$ cat src/rtl/gp_write_arbiter.sv
`default_nettype none
// ============================================================================
// Module      : gp_write_arbiter
// Description : Round-robin arbiter sharing the GPR file write port between
//               NUM_UNITS execution units. The winner is held for one cycle
//               in an output stage where a register-file read port confirms
//               the target register still waits for this producer; stale
//               results are dropped silently.
//               Optional statistics counters: GP_WRITE_ARB_STATS_EN.
// Revision    : 1.0 - initial release
// ============================================================================
module gp_write_arbiter #(
    parameter int NUM_UNITS   = 4,
    parameter int RS_ID_WIDTH = 5
) (
    input  logic                   clk,
    input  logic                   rst_n,
    input  logic [NUM_UNITS-1:0]   req_valid,
    input  logic [4:0]             req_addr  [NUM_UNITS],
    input  logic [31:0]            req_value [NUM_UNITS],
    input  logic [RS_ID_WIDTH-1:0] req_rs_id [NUM_UNITS],
    output logic [NUM_UNITS-1:0]   req_ready,
    output logic [4:0]             chk_addr,
    input  logic                   chk_value_valid,
    input  logic [RS_ID_WIDTH-1:0] chk_rs_id,
    output logic [4:0]             write_addr,
    output logic                   write_enable,
    output logic [31:0]            write_value
`ifdef GP_WRITE_ARB_STATS_EN
    ,
    output logic [31:0]            stat_grants,
    output logic [31:0]            stat_drops
`endif
);

    localparam int PTR_W = $clog2(NUM_UNITS);

    logic [PTR_W-1:0]       r_rr_ptr;
    logic                   r_stage_valid;
    logic [4:0]             r_stage_addr;
    logic [31:0]            r_stage_value;
    logic [RS_ID_WIDTH-1:0] r_stage_rs_id;

    logic                   w_found;
    logic [PTR_W-1:0]       w_idx;
    logic [PTR_W-1:0]       w_next_ptr;
    logic                   w_xfer;
    logic                   w_write_enable;

    // Reduce a search offset to a unit index (wraps for non-power-of-two counts)
    function automatic logic [PTR_W-1:0] f_wrap(input int v);
        return PTR_W'(v % NUM_UNITS);
    endfunction

    // Round-robin search: first valid unit at or above the pointer, wrapping
    always_comb begin
        w_found = 1'b0;
        w_idx   = '0;
        for (int i = 0; i < NUM_UNITS; i++) begin
            if (!w_found && req_valid[f_wrap(int'(r_rr_ptr) + i)]) begin
                w_found = 1'b1;
                w_idx   = f_wrap(int'(r_rr_ptr) + i);
            end
        end
    end

    // One-hot grant; forced low while reset is asserted
    generate
        for (genvar u = 0; u < NUM_UNITS; u++) begin : g_ready
            assign req_ready[u] = rst_n & w_found & (w_idx == PTR_W'(u));
        end
    endgenerate

    assign w_xfer     = |(req_valid & req_ready);
    assign w_next_ptr = (w_idx == PTR_W'(NUM_UNITS - 1)) ? '0 : w_idx + PTR_W'(1);

    // Output stage and pointer; stage payload only reloads on an accepted request
    always_ff @(posedge clk or negedge rst_n) begin
        if (!rst_n) begin
            r_rr_ptr      <= '0;
            r_stage_valid <= 1'b0;
            r_stage_addr  <= '0;
            r_stage_value <= '0;
            r_stage_rs_id <= '0;
        end else begin
            r_stage_valid <= w_xfer;
            if (w_xfer) begin
                r_rr_ptr      <= w_next_ptr;
                r_stage_addr  <= req_addr[w_idx];
                r_stage_value <= req_value[w_idx];
                r_stage_rs_id <= req_rs_id[w_idx];
            end
        end
    end

    // Stale check: write only if the register is still pending on this producer
    assign w_write_enable = r_stage_valid & ~chk_value_valid & (chk_rs_id == r_stage_rs_id);

    assign chk_addr     = r_stage_addr;
    assign write_addr   = r_stage_addr;
    assign write_value  = r_stage_value;
    assign write_enable = w_write_enable;

`ifdef GP_WRITE_ARB_STATS_EN
    logic [31:0] r_stat_grants;
    logic [31:0] r_stat_drops;

    // Free-running wrap-around counters of accepted requests and dropped results
    always_ff @(posedge clk or negedge rst_n) begin
        if (!rst_n) begin
            r_stat_grants <= '0;
            r_stat_drops  <= '0;
        end else begin
            if (w_xfer) begin
                r_stat_grants <= r_stat_grants + 32'd1;
            end
            if (r_stage_valid && !w_write_enable) begin
                r_stat_drops <= r_stat_drops + 32'd1;
            end
        end
    end

    assign stat_grants = r_stat_grants;
    assign stat_drops  = r_stat_drops;
`endif

endmodule
`default_nettype wire

$ cat config.mk
export PLATFORM = sky130hd
export DESIGN_NAME = gp_write_arbiter
export DESIGN_NICKNAME = d
export VERILOG_FILES = /design/src/rtl/gp_write_arbiter.sv
export SDC_FILE = /design/constraint.sdc
export NUM_CORES = 1
export LEC_CHECK = 0
export CORE_MARGIN = 5
export CORE_UTILIZATION = 36
export CTS_CLUSTER_SIZE = 25
export DETAILED_ROUTE_END_ITERATION = 16
export PLACE_DENSITY = 0.87
export RECOVER_POWER = 50
export SYNTH_ARGS = -nofsm -noshare
export SYNTH_HDL_FRONTEND = slang
export SYNTH_SLANG_ARGS = --single-unit
$ cat constraint.sdc
create_clock -name clk -period 5.35 [get_ports clk]
set_clock_uncertainty 0.15 [all_clocks]
set_input_delay 0.535 -clock clk [delete_from_list [all_inputs] [get_ports clk]]
set_output_delay 0.535 -clock clk [all_outputs]
set_load 0.005 [all_outputs]
* Word level (Yosys, flattened, before mapping)
Cells that the tools add are included. Widths: inputs -> output; s select.
Cells by class: add/sub/neg operators 4, multiply operators 0, div/mod/pow operators 0, magnitude comparators 5, eq/ne operators 4, shift-type cells 0, muxes and demuxes 26, bitwise gates (word level) 10, reduce and logical (&&, ||, !) cells 8
Operators with widths (count):
- $bmux 32 s2 | 1
- $mux 32 | 2
- $bmux 5 s2 | 2
- $mux 5 | 4
- $lt 2x3->1 const B | 4
- $mux 2 | 5
- $bmux 1 s2 | 4
- $mux 1 | 8
- $and 1x1->1 | 7
- $eq 5x5->1 | 1
- $add 2x1->2 const B | 2
- $add 2x2->2 const B | 2
- $and 4x4->4 | 1
- $eq 2x2->1 const B | 2
- $reduce_or 4->1 | 1
- $ge 3x3->1 const B | 1
- $logic_and 1x1->1 | 3
- $logic_not 1->1 | 3
- $not 2->3 | 1
- $eq 2x1->1 const B | 1
- $logic_not 2->1 | 1
- $not 1->1 | 1
Storage, ports and cells: flip-flop bits (word level) 45, latch bits 0, memory bits (writable) 0, bits in read-only memories 0, input port bits 180, output and inout bits 47, word-level logic and storage cells 62, memories 0

* Depth between registers and ports, before layout
word-level depth 16, mapped depth 7, mapped depth without buffers 5

* Least setup slack after synthesis
Ideal clock, no wire load.
path kind input to output, start in req_valid[2], end out req_ready[0], arrival 1.621 ns, data required time 4.665 ns, slack 3.044 ns, cell stages on the path 6, cell sequence nor2b_1 -> a21o_1 -> a211o_1 -> buf_2 -> buf_2 -> and3_1
On the way: cells in the longest elaborated chain, start to end 14, elaborated cells on any way between the ends 25, those cells by class mux: 16; bitwise: 2; reduce/logical: 7
RTL lines:
- start, declared | line 18 | input logic [NUM_UNITS-1:0] req_valid,
- $bmux 1 s2 | line 60 | if (!w_found && req_valid[f_wrap(int'(r_rr_ptr) + i)]) begin
- $mux 1 (not written as such) | line 60
- $mux 1 | line 60
- $logic_not 1->1 | line 60
- $logic_and 1x1->1 | line 60
- $mux 1 | line 60
- $logic_not 1->1 | line 60
- $logic_and 1x1->1 | line 60
- $mux 1 | line 60
- $logic_not 1->1 | line 60
- $logic_and 1x1->1 | line 60
- $mux 1 or $mux 2 (tied branches) | line 60
- $and 1x1->1 or $logic_not 2->1 (tied branches) | line 70 | assign req_ready[u] = rst_n & w_found & (w_idx == PTR_W'(u));
- $and 1x1->1 * | line 70
- end, declared | line 22 | output logic [NUM_UNITS-1:0] req_ready,
Every way passes the cells marked *; elsewhere a longest branch is shown, timed or not. The select of a mux whose other input is x is not followed.

* Final worst setup path
start in req_valid[2], end out req_ready[2]
On the way: cells in the longest elaborated chain, start to end 14, elaborated cells on any way between the ends 25, those cells by class eq/ne: 1; mux: 16; bitwise: 2; reduce/logical: 6
RTL lines (line):
- $bmux 1 s2 | 60
- $mux 1 (not written as such) | 60
- $mux 1 | 60
- $logic_not 1->1 | 60
- $logic_and 1x1->1 | 60
- $mux 1 | 60
- $logic_not 1->1 | 60
- $logic_and 1x1->1 | 60
- $mux 1 | 60
- $logic_not 1->1 | 60
- $logic_and 1x1->1 | 60
- $mux 2 or $mux 1 (tied branches) | 60
- $eq 2x2->1 or $and 1x1->1 (tied branches) | 70
- $and 1x1->1 * | 70
Marks and branches as above.

==> results.rst <==
.. list-table::
   :header-rows: 1

   * - Metric
     - Value
   * - Source of the worst register-to-register timing path
     - r_rr_ptr[0]
   * - Capturing point of the worst reg2reg path
     - write_value[16]
   * - Antenna diode count
     - 0
   * - Critical Path Start
     - req_valid[2]
   * - Highest metal layer with signal wires
     - met4
   * - Cell-by-cell trace of the critical path
     - clkdlybuf4s50_1 > nor2b_1 > a21o_1 > a211o_4 > and3_1 > clkdlybuf4s50_1
   * - Setup repair after global routing missed its margin
     - no
   * - Net count after synthesis
     - between 400 and 500
   * - Die span in y
     - 99.3 µm
   * - Clock tree buffer depth
     - 2
   * - Capturing element type of the critical path
     - output pin
   * - Cell count along the critical path
     - 6
   * - Min-Delay Path Class
     - reg -> reg
   * - Delay-heaviest family, CP
     - buffers and inverters
   * - Count of clock tree sinks
     - 45
   * - Number of filler cells placed in the layout
     - approximately 600
   * - Worst setup path end
     - req_ready[2]
   * - Failing checks
     - max-capacitance violations, max-slew violations
   * - Peak per-stage delay on the critical path
     - roughly 0.7 ns
   * - Post-CTS clock slew at the launch and capture registers of the worst setup and hold paths
     - 0.09 ns
   * - Crit path buf inv count
     - 2
   * - Total global routing overflow
     - 0
   * - Wire length after detailed routing
     - approximately 11000 µm
   * - Hold buffers post-CTS
     - 0
   * - Final worst-path cycle share
     - between 60 and 70%
   * - Number of buffers added by the clock tree synthesis step
     - 5
   * - Peak VDD IR
     - 0.193 mV
   * - Final hold violation count
     - 0
   * - Class of the most critical setup path
     - in -> out
   * - DPL Wire Length
     - 9000 µm
   * - Count of TritonRoute iterations in the first routing pass
     - 4
   * - Top cell type's share of synthesized area
     - around two fifths
   * - FF/Latch Area
     - approximately 1100 µm²
   * - Buffer type at the clock tree root
     - clkbuf_8
   * - Number of unique standard cell types used by synthesis
     - 26
   * - Remaining DRCs
     - 0
   * - Slew at the pin with the worst max-slew slack
     - 2.47 ns
   * - Clock tree from TritonCTS
     - built
   * - Reported max-cap violation count
     - 1
   * - Outcome
     - complete, but fails checks
   * - Synth warnings
     - 0
   * - Top-count cell post-synth
     - mux2i_1
   * - Non-filler instance count after layout
     - 587
   * - Min cycle time layout
     - 3.71 ns
   * - Floorplan core area
     - 7770 µm²
   * - Number of synthesized flops with an enable pin
     - 0
   * - Sum of negative setup slack
     - 0 ns
   * - Initial standard-cell utilization of the core
     - 37.0%
   * - Layout Area Growth over Synthesis
     - 83.4%
   * - Drt initial violations
     - 95
   * - Clock insertion delay at the later pin of the skew report
     - 0.29 ns
   * - Startpoint types
     - primary input
   * - Die Area
     - 9870 µm²
   * - Area taken by multi-input logic gates
     - 1600 µm²
   * - Worst slew margin relative to its limit
     - -65.0%
   * - Most numerous cell on the critical path
     - clkdlybuf4s50_1
   * - Total cell area at the placement stage
     - 5160 µm²
   * - Routability cong.
     - between 0.8 and 0.9
   * - Pin count of the biggest net entering global routing
     - 58
   * - Total length of routed met2 wires
     - roughly 5700 µm
   * - Number of vias in the routed layout
     - 3200
   * - Row cnt
     - 32
   * - Global-route total usage across every layer
     - roughly 22%
   * - LEAKAGE
     - ~2.3 nW
   * - FMAX
     - 270 MHz
   * - Met3 layer wire length in the routed design
     - 1010 µm
   * - Antenna violations before repair
     - 0
   * - # IOs
     - 227
   * - Number of global-route vias before repair
     - 3497
   * - Hold Slack
     - 0.337 ns
   * - Data required time at the worst endpoint
     - ~4.7 ns
   * - Critical-path cell with the highest stage delay
     - a211o_4
   * - Commonest cells in the synthesized netlist
     - 84 x mux2i_1, 45 x dfrtp_1, 45 x nand2_1, 42 x o221ai_1, 13 x buf_4
   * - I/O Buffers
     - between 200 and 250
   * - Synth area leaders
     - dfrtp_1 39%, mux2i_1 29%, o221ai_1 13%
   * - Number of cells produced by synthesis
     - 274
   * - Post-CTS setup buffer count
     - 0
   * - Flop-to-flop setup slack
     - approximately 2.3 ns
   * - First-pass GRT wire length
     - 17800 µm
   * - Wirelength per Cell
     - 19.5 µm
   * - Pwr per Cell Area
     - between 300 and 400 nW/µm²
   * - Synth Area per Inst
     - 10.5 µm²
   * - Non-Filler Cell Area, Final
     - 5270 µm²
   * - Die span in x
     - roughly 100 µm
   * - Final setup violating endpoints
     - 0
   * - Arrival time at the worst endpoint
     - 3.02 ns
   * - Synth Flop Type
     - dfrtp_1
   * - Share of async-settable or async-resettable flops after synthesis
     - 100%
   * - Yosys reg bits
     - 45
   * - Post-Place Cells
     - 579
   * - Peak fanout along the critical path
     - 57
   * - Routed vias/inst
     - 5.45
   * - Post-cts repair resize count
     - 0
   * - Share of cells above drive strength 1
     - 3.09%
   * - Fraction of the yosys area taken by sequential cells
     - 39.2%
   * - Total count of max-transition violations in the final report
     - 46
   * - Total routed wire length on the met1 layer
     - 4330 µm
   * - Post-Syn Area
     - 2870 µm²
   * - Overall power after layout
     - 0.00179 W
   * - Worst R2R Path Depth
     - 6
   * - # H-tree levels
     - 2
   * - Cell type contributing the most total cell area after synthesis
     - dfrtp_1
   * - Final ANT Viol Nets
     - 0
   * - Final layout net count
     - 664
placed cells by master, fill, tap and decap left out, drive strengths merged, types with 4 or more instances in the layout:
cell,count
nand2,45
buf,4
clkdlybuf4s50,202
o221ai,42
nor2,4
dfrtp,45
clkbuf,9
dlygate4sd3,23
mux2i,84
xnor2,5
cells by family (layout without fill, tap and decap cells):
logic type             count (synthesis)  in the layout  synth area share, %
AO/OA/AOI/OAI                         50             50                 15.4
XOR/XNOR                               6              6                 1.83
buffers and inverters                 30            241                 5.75
flip-flops                            45             45                 39.2
multiplexers                          84             84                 29.3
AND/OR/NAND/NOR                       59             59                 8.58
area by class of cell:
| class | instances | share of cell area, % |
|---|---|---|
| Clock buffer | 7 | 1.64 |
| Clock inverter | 1 | 0.570 |
| Inverter | 2 | 0.142 |
| Multi-Input combinational cell | 199 | 30.4 |
| Sequential cell | 45 | 21.4 |
| Tap cell | 102 | 2.42 |
| Timing Repair Buffer | 231 | 43.5 |
report_power, final:
part / total [W] / switching (W) / internal, W / leakage, nW
Clock: 0.000272 / 0.000119 / 0.000153 / 0.0585
Combinational: 0.000963 / 0.000403 / 0.000560 / 1.68
Sequential: 0.000552 / 0.0000808 / 0.000472 / 0.551
metal layers:
layer,vias to the layer above,track usage [%]
li1,1455,-
met1,1521,24.3
met2,189,40.9
met3,35,7.08
met4,0,7.35
met5,-,0
through the flow:
step | util, % | worst slack [ns]
after floorplan | - | 3.04
after global placement | 66.4 | 1.75
after detailed placement | 66.4 | 1.63
after CTS | 67.9 | 1.63
after global routing | 67.8 | 1.54
final | 67.8 | 1.64
how the worst min path moves through the flow:
| stage | from | to | slack [ns] | cells after the start |
|---|---|---|---|---|
| floorplan | rst_n | chk_addr[0] | 0.09 | 0 |
| global placement | write_value[19] | write_value[19] | 0.32 | 2 |
| detailed placement | write_value[19] | write_value[19] | 0.33 | 2 |
| CTS | rst_n | chk_addr[4] | 0.27 | 2 |
| global route | write_value[14] | write_value[14] | 0.37 | 2 |
| finish | write_value[18] | write_value[18] | 0.34 | 2 |
sequential cells by signal (all words and copies together), names as in the netlist:
| name | count |
|---|---|
| chk_addr | 5 |
| r_stage_rs_id | 5 |
| r_stage_valid | 1 |
| write_value | 32 |
| r_rr_ptr | 2 |
worst register-to-register path: stages (launching register included):
cell	delay (ns)
dfrtp_1	0.40
nor2b_1	0.28
a21o_1	0.14
a211o_4	0.70
buf_4	0.66
mux2i_1	0.35
o221ai_1	0.17
Note: power is estimated with default switching activity, not from simulation.
